[src/rtl/addsub_accumulator.sv]
// Handshaked add/subtract accumulator with ALU-style flags and a saturating operation counter.
// One command per IDLE -> EXEC -> HOLD pass; results are held until the consumer takes them.
module addsub_accumulator #(
    parameter int unsigned WIDTH = 8
) (
    input  logic             clk,
    input  logic             rst_n,
    input  logic             in_valid,
    output logic             in_ready,
    input  logic [1:0]       in_op,
    input  logic [WIDTH-1:0] in_data,
    output logic             out_valid,
    input  logic             out_ready,
    output logic [WIDTH-1:0] acc,
    output logic             carry,
    output logic             overflow,
    output logic             zero,
    output logic             negative,
    output logic [7:0]       op_count
);

    localparam int unsigned CNT_W = 8;
    localparam logic [CNT_W-1:0] CNT_MAX = '1;

    localparam logic [1:0] OP_ADD   = 2'b00;
    localparam logic [1:0] OP_SUB   = 2'b01;
    localparam logic [1:0] OP_LOAD  = 2'b10;
    localparam logic [1:0] OP_CLEAR = 2'b11;

    typedef enum logic [1:0] {
        IDLE = 2'b00,
        EXEC = 2'b01,
        HOLD = 2'b10
    } state_t;

    state_t           state;
    logic [1:0]       op_q;
    logic [WIDTH-1:0] data_q;

    logic             is_sub;
    logic [WIDTH-1:0] b_opnd;
    logic [WIDTH:0]   sum;
    logic [WIDTH-1:0] low_sum;
    logic             msb_cin;

    logic [WIDTH-1:0] new_acc;
    logic             new_carry;
    logic             new_ovf;
    logic [CNT_W-1:0] new_cnt;

    // SUB reuses the adder as acc + ~data + 1; low_sum exposes the carry into the MSB.
    always_comb begin
        is_sub  = (op_q == OP_SUB);
        b_opnd  = is_sub ? ~data_q : data_q;
        sum     = {1'b0, acc} + {1'b0, b_opnd} + (WIDTH+1)'(is_sub);
        low_sum = {1'b0, acc[WIDTH-2:0]} + {1'b0, b_opnd[WIDTH-2:0]} + WIDTH'(is_sub);
        msb_cin = low_sum[WIDTH-1];
    end

    // Result selection for the captured command.
    always_comb begin
        new_acc   = acc;
        new_carry = 1'b0;
        new_ovf   = 1'b0;
        new_cnt   = op_count;
        case (op_q)
            OP_ADD, OP_SUB: begin
                new_acc   = sum[WIDTH-1:0];
                new_carry = sum[WIDTH];
                new_ovf   = msb_cin ^ sum[WIDTH];
                new_cnt   = (op_count == CNT_MAX) ? op_count : op_count + CNT_W'(1);
            end
            OP_LOAD: begin
                new_acc = data_q;
            end
            OP_CLEAR: begin
                new_acc = '0;
                new_cnt = '0;
            end
            default: begin
                new_acc = acc;
            end
        endcase
    end

    // Control FSM with registered handshake outputs and result registers.
    always_ff @(posedge clk) begin
        if (!rst_n) begin
            state     <= IDLE;
            in_ready  <= 1'b1;
            out_valid <= 1'b0;
            op_q      <= OP_ADD;
            data_q    <= '0;
            acc       <= '0;
            carry     <= 1'b0;
            overflow  <= 1'b0;
            zero      <= 1'b1;
            negative  <= 1'b0;
            op_count  <= '0;
        end else begin
            case (state)
                IDLE: begin
                    if (in_valid) begin
                        op_q     <= in_op;
                        data_q   <= in_data;
                        in_ready <= 1'b0;
                        state    <= EXEC;
                    end
                end
                EXEC: begin
                    acc       <= new_acc;
                    carry     <= new_carry;
                    overflow  <= new_ovf;
                    zero      <= (new_acc == '0);
                    negative  <= new_acc[WIDTH-1];
                    op_count  <= new_cnt;
                    out_valid <= 1'b1;
                    state     <= HOLD;
                end
                HOLD: begin
                    if (out_ready) begin
                        out_valid <= 1'b0;
                        in_ready  <= 1'b1;
                        state     <= IDLE;
                    end
                end
                default: begin
                    out_valid <= 1'b0;
                    in_ready  <= 1'b1;
                    state     <= IDLE;
                end
            endcase
        end
    end

endmodule
[config.mk]
export PLATFORM = sky130hd
export DESIGN_NAME = addsub_accumulator
export DESIGN_NICKNAME = d
export VERILOG_FILES = /design/src/rtl/addsub_accumulator.sv
export SDC_FILE = /design/constraint.sdc
export NUM_CORES = 1
export LEC_CHECK = 0
export ABC_CLOCK_PERIOD_IN_PS = 6450
export CAP_MARGIN = 25
export CORE_MARGIN = 5
export CORE_UTILIZATION = 50
export CTS_CLUSTER_SIZE = 28
export DETAILED_ROUTE_END_ITERATION = 6
export GPL_TIMING_DRIVEN = 0
export PLACE_DENSITY = 0.77
export RECOVER_POWER = 25
export SLEW_MARGIN = 20
export SYNTH_ARGS = -nofsm -noshare
export SYNTH_HDL_FRONTEND = slang
export SYNTH_SLANG_ARGS = --single-unit
[constraint.sdc]
create_clock -name clk -period 6.45 [get_ports clk]
set_clock_uncertainty 0.2 [all_clocks]
set_input_delay 1.29 -clock clk [delete_from_list [all_inputs] [get_ports clk]]
set_output_delay 1.29 -clock clk [all_outputs]
set_load 0.02 [all_outputs]
=== After elaboration in Yosys (flattened, before gate mapping) ===
Index checks and enable logic that the tools add are counted.

* Mux-type cells: 14
* Bitwise operators: 4
* Reduce and logical (&&, ||, !) cells: 10
* Equality and inequality tests: 9
* Add/subtract/negate cells: 5

{| class="wikitable"
|+ Operators with widths
! operator !! number
|-
| one-hot mux 8 bit (3 select lines) || 1
|-
| 2-to-1 mux 8 bit || 2
|-
| one-hot mux 8 bit (2 select lines) || 1
|-
| adder 8 x 8 -> 9 bit || 1
|-
| adder 9 x 1 -> 9 bit || 1
|-
| adder 7 x 7 -> 8 bit || 1
|-
| adder 8 x 1 -> 8 bit || 1
|-
| adder 8 x 1 -> 8 bit (second input constant) || 1
|-
| == test 8 bit (second input constant) || 1
|-
| logical NOT 8 bit || 1
|-
| inverter 8 bit || 1
|-
| == test 2 bit (second input constant) || 3
|-
| != test 2 bit (second input constant) || 3
|-
| one-hot mux 1 bit (3 select lines) || 2
|-
| one-hot mux 2 bit (3 select lines) || 1
|-
| AND reduction 2 bit || 3
|-
| AND reduction 3 bit || 2
|-
| 2-to-1 mux 1 bit || 5
|-
| == test 2 x 1 -> 1 bit (second input constant) || 2
|-
| logical NOT 2 bit || 2
|-
| 2-to-1 mux 2 bit || 2
|-
| inverter 1 bit || 2
|-
| nonzero test 2 bit || 1
|-
| OR reduction 2 bit || 1
|-
| XOR 1 bit || 1
|}

* Bits of input ports: 14
* Logic and storage cells: 53
* Output and inout port bits: 22
* Register bits after elaboration: 34

=== Depth between registers and ports, before layout ===
* Depth after elaboration: 6
* Gate-level depth with buffers: 13
* Gate-level depth less buffers: 10

=== Least setup slack after synthesis ===
No wires, ideal clock.

* Path type: reg2reg
* Start point: register op_q[1]
* End point: register zero
* Data arrival time: 3.236 ns
* Path buffers: 3
* Stages on the path, launching flop included: 13
* Period minus slack after synthesis: 3.519 ns
* Required time: 6.167 ns
* Slack: 2.931 ns
* Cells stage by stage: dfxtp_1 clkbuf_1 clkbuf_1 or2b_1 clkbuf_1 xnor2_1 ha_1 a21oi_1 a32o_1 a31o_1 mux2_4 or4_4 o31ai_4

* Longest elaborated chain between the ends: 6

{| class="wikitable"
|+ RTL lines
! what !! line !! source
|-
| start: declaration || 37 || <nowiki>logic [1:0] op_q;</nowiki>
|-
| start signal: assignment || 104 || <nowiki>op_q <= in_op;</nowiki>
|-
| == test 2 x 1 -> 1 bit || 53, 66 ||
|-
| 2-to-1 mux 8 bit || 54 || <nowiki>b_opnd = is_sub ? ~data_q : data_q;</nowiki>
|-
| adder 8 x 8 -> 9 bit || 55 || <nowiki>sum = {1'b0, acc} + {1'b0, b_opnd} + (WIDTH+1)'(is_sub);</nowiki>
|-
| adder 9 x 1 -> 9 bit || 55 ||
|-
| one-hot mux 8 bit (3 select lines) * || 66 || <nowiki>case (op_q)</nowiki>
|-
| logical NOT 8 bit * || 114 || <nowiki>zero <= (new_acc == '0);</nowiki>
|-
| end signal: assignment || 114 ||
|-
| end: declaration || 17 || <nowiki>output logic zero,</nowiki>
|}

Mark *: on every way between the ends. The rest lies on a longest branch, timed or not.
A chain may end at the register's enable or synchronous reset.

=== Worst setup path after layout ===
Ends and elaborated chain as after synthesis.

==> out/qor.csv <==
stage,metric,value,unit
status,outcome,completed,
power_and_ir_drop,worst IR drop on VDD,0.147,mV
sta,Tmin final,4060,ps
worst_setup_path,Crit path required time,6470,ps
drt,Final ANT Viol Nets,0,
logic_synthesis,"Top FF cell, synth",dfxtp_1,
clock_network,clk root buf,clkbuf_8,
logic_synthesis,Post-Syn Nets,251,
finish,Filler cells,327,
worst_setup_path,critical setup path kind,register to register,
clock_network,total CTS buffers,5,
power_and_ir_drop,Flop pwr share,0.401,
sta,endpoints failing hold,0,
floorplan,die width,72.0,um
logic_synthesis,number of synthesized register bits,33,
sta,RSZ-0062 raised after global routing,false,
clock_network,"Clk pin slew, worst setup/hold paths",70,ps
logic_synthesis,async set-reset flop share out of synthesis,0,
drt,DR DRC count,0,
finish,multi-input logic area,1190,um2
worst_setup_path,CP max-delay cell,or4_4,
clock_network,clock tree buffer depth,2,
logic_synthesis,post-synthesis cell area,1920,um2
global_routing,GRT Overall Usage,0.175,
worst_setup_path,worst-path fanout max,10,
logic_synthesis,post-synth cell types,52,
power_and_ir_drop,Comb pwr share,0.240,
global_routing,vias in the first global route,1567,
global_routing,initial antenna violation count,0,
sta,worst rel slew slack,0.445,
finish,"commonest non-fill, non-tap cell in the layout",nor2_1,
place,Buffers on Ports,34,
worst_setup_path,crit end category,register,
worst_hold_path,Hold Crit Start,carry$_SDFFE_PN0P_,
power_and_ir_drop,Internal Pwr Total,405,uW
power_and_ir_drop,clock power share,0.359,
logic_synthesis,Mapped Cells,225,
worst_hold_path,Hold Crit Class,register to register,
logic_synthesis,register area share after synthesis,0.344,
floorplan,die height,72.0,um
logic_synthesis,YS warnings,0,
power_and_ir_drop,Pleak,0.000980,uW
logic_synthesis,post-synth top area cell,dfxtp_1,
clock_network,number of hold buffers added after cts,0,
worst_setup_path,Worst Setup SP,op_q[1]$_SDFFE_PN0P_,
sta,Fmax,246,MHz
floorplan,Std-Cell Rows,22,
place,Final GP Congestion,0.855,
finish,share of cells above drive strength 1,0.0634,
finish,Reg area,661,um2
power_and_ir_drop,sw power,160,uW
floorplan,# IOs,36,
drt,Via density,5.46,
worst_setup_path,"Critical Path, Cell by Cell","clkbuf_1, clkbuf_1, or2b_1, clkbuf_1, xnor2_1, ha_1, a211o_1, o22ai_2, a31o_1, mux2_4, or4_4, o31ai_4",
clock_network,setup repair bufs after CTS,0,
sta,Final Max Slew Viols,0,
clock_network,Resized Gates After CTS,0,
worst_setup_path,max incr delay on CP,500,ps
worst_setup_path,critical path arrival,4070,ps
power_and_ir_drop,switching share of power,0.283,
drt,via count,1724,
global_routing,first-pass GRT wire length,7160,um
global_routing,GRT Residual Overflow,0,
drt,WL/cell,14.0,um
sta,Setup TNS,0,ps
sta,period utilization,0.629,
finish,Layout area overhead,27.3,%
worst_setup_path,r2r startpoint,op_q[1]$_SDFFE_PN0P_,
clock_network,number of H-tree levels,2,
sta,setup violators final,0,
global_routing,largest net degree at the start of global routing,11,
clock_network,Worst-Skew Late Latency,290,ps
logic_synthesis,post-synth top area share,0.344,
finish,Layout Nets,293,
logic_synthesis,mean post-synth cell area,8.55,um2
worst_setup_path,crit path launch type,register,
finish,diode count,0,
drt,final WL,4430,um
job,Max Cap Violations,0,
floorplan,core area,3690,um2
sta,hold slack,270,ps
worst_setup_path,CP most frequent cell,clkbuf_1,
floorplan,Initial Util,0.521,
sta,Worst-Margin Slew,824,ps
drt,initial drt markers,80,
clock_network,CTS tree,built,
logic_synthesis,Post-synth EDFFs,0,
floorplan,die area,5190,um2
power_and_ir_drop,pwr/cell area,231,nW/um2
place,Post-DP HPWL,3340,um
logic_synthesis,leading post-synthesis cells by cell area,"dfxtp_1 (34%), ha_1 (7.2%), nor2_1 (7.0%), mux2i_1 (5.7%), xnor2_1 (4.1%)",
clock_network,clk sinks,33,
drt,DR pass1 iterations,4,
finish,"commonest cells after routing, fill and taps aside","nor2_1 (36), dfxtp_1 (33), clkdlybuf4s50_1 (33)",
## metal layers
layer  wire, um  vias to the layer above  track usage
met5          0                        -            0
met3        181                        5       0.0416
met1       2060                      808        0.220
met2       2120                       35        0.282
met4         73                        0       0.0877
li1           -                      876            -
## path summary, 6_finish.rpt
check / slack, ps / endpoint / cells past startpoint
max: 2390 / zero$_SDFFE_PN1P_ / 12
min: 270 / carry$_SDFFE_PN0P_ / 2
max reg2reg: 2390 / zero$_SDFFE_PN1P_ / 12
min reg2reg: 270 / carry$_SDFFE_PN0P_ / 2
## cell type report
class	instances	area share
inverter	5	0.00767
multi-input combinational	174	0.486
timing repair buffer	35	0.142
clock buffer	7	0.0353
buffer	13	0.0220
clock inverter	1	0.0123
sequential	33	0.270
tap	48	0.0245
## cells by family (layout without fill, tap and decap cells)
| kind of cell | Yosys count | in the layout | synth area share |
|---|---|---|---|
| xor+xnor | 15 | 15 | 0.0683 |
| fa+ha+maj | 12 | 12 | 0.0820 |
| simple gates | 85 | 85 | 0.217 |
| mux | 12 | 12 | 0.0651 |
| buf+inv | 18 | 61 | 0.0377 |
| flops | 33 | 33 | 0.344 |
| compound gates | 50 | 50 | 0.186 |
## power by group through the flow
stage          combinational [uW]  clock, uW  sequential, uW
2_1_floorplan                88.7          0             236
3_3_place_gp                  132          0             230
3_5_place_dp                  135          0             231
5_1_grt                       149        217             228
4_1_cts                       136        208             226
6_report                      136        203             226
## synthesized netlist by cell type (4+ instances only)
| library cell | n |
|---|---|
| dfxtp_1 | 33 |
| mux2i_1 | 11 |
| nor2b_1 | 4 |
| nand2_1 | 14 |
| nand2b_1 | 6 |
| o21ai_0 | 12 |
| xor2_1 | 6 |
| nand3_1 | 6 |
| clkbuf_1 | 11 |
| nor3_1 | 5 |
| a21oi_1 | 10 |
| nor2_1 | 36 |
| inv_1 | 5 |
| xnor2_1 | 9 |
| ha_1 | 11 |
## registers in the layout (all words and copies together), names as in the netlist
signal and cells:
op_q 2, in_ready 1, overflow 1, op_count 8, out_valid 1, state 2
carry 1, zero 1, data_q 8, acc 8
## metrics by stage
stage | total power, uW | cells | util | worst slack [ps] | instance area [um2]
6_report | 565 | 316 | 0.664 | 2390 | 2450
5_1_grt | 594 | 316 | 0.664 | 2200 | 2450
4_1_cts | 570 | 316 | 0.664 | 2420 | 2450
3_5_place_dp | 366 | 308 | 0.632 | 2450 | 2330
3_3_place_gp | 363 | 307 | 0.630 | 2490 | 2320
2_1_floorplan | 324 | 225 | - | 2930 | 1920
## critical path, delay by kind of cell (launching register included)
kind | cells | cell delay [ps]
multiplexers | 1 | 320
XOR/XNOR | 1 | 180
adder cells (fa/ha/maj) | 1 | 290
AND/OR/NAND/NOR | 2 | 660
flip-flops | 1 | 340
AO/OA/AOI/OAI | 4 | 870
buffers and inverters | 3 | 1110
(Power assumes the default switching activity.)
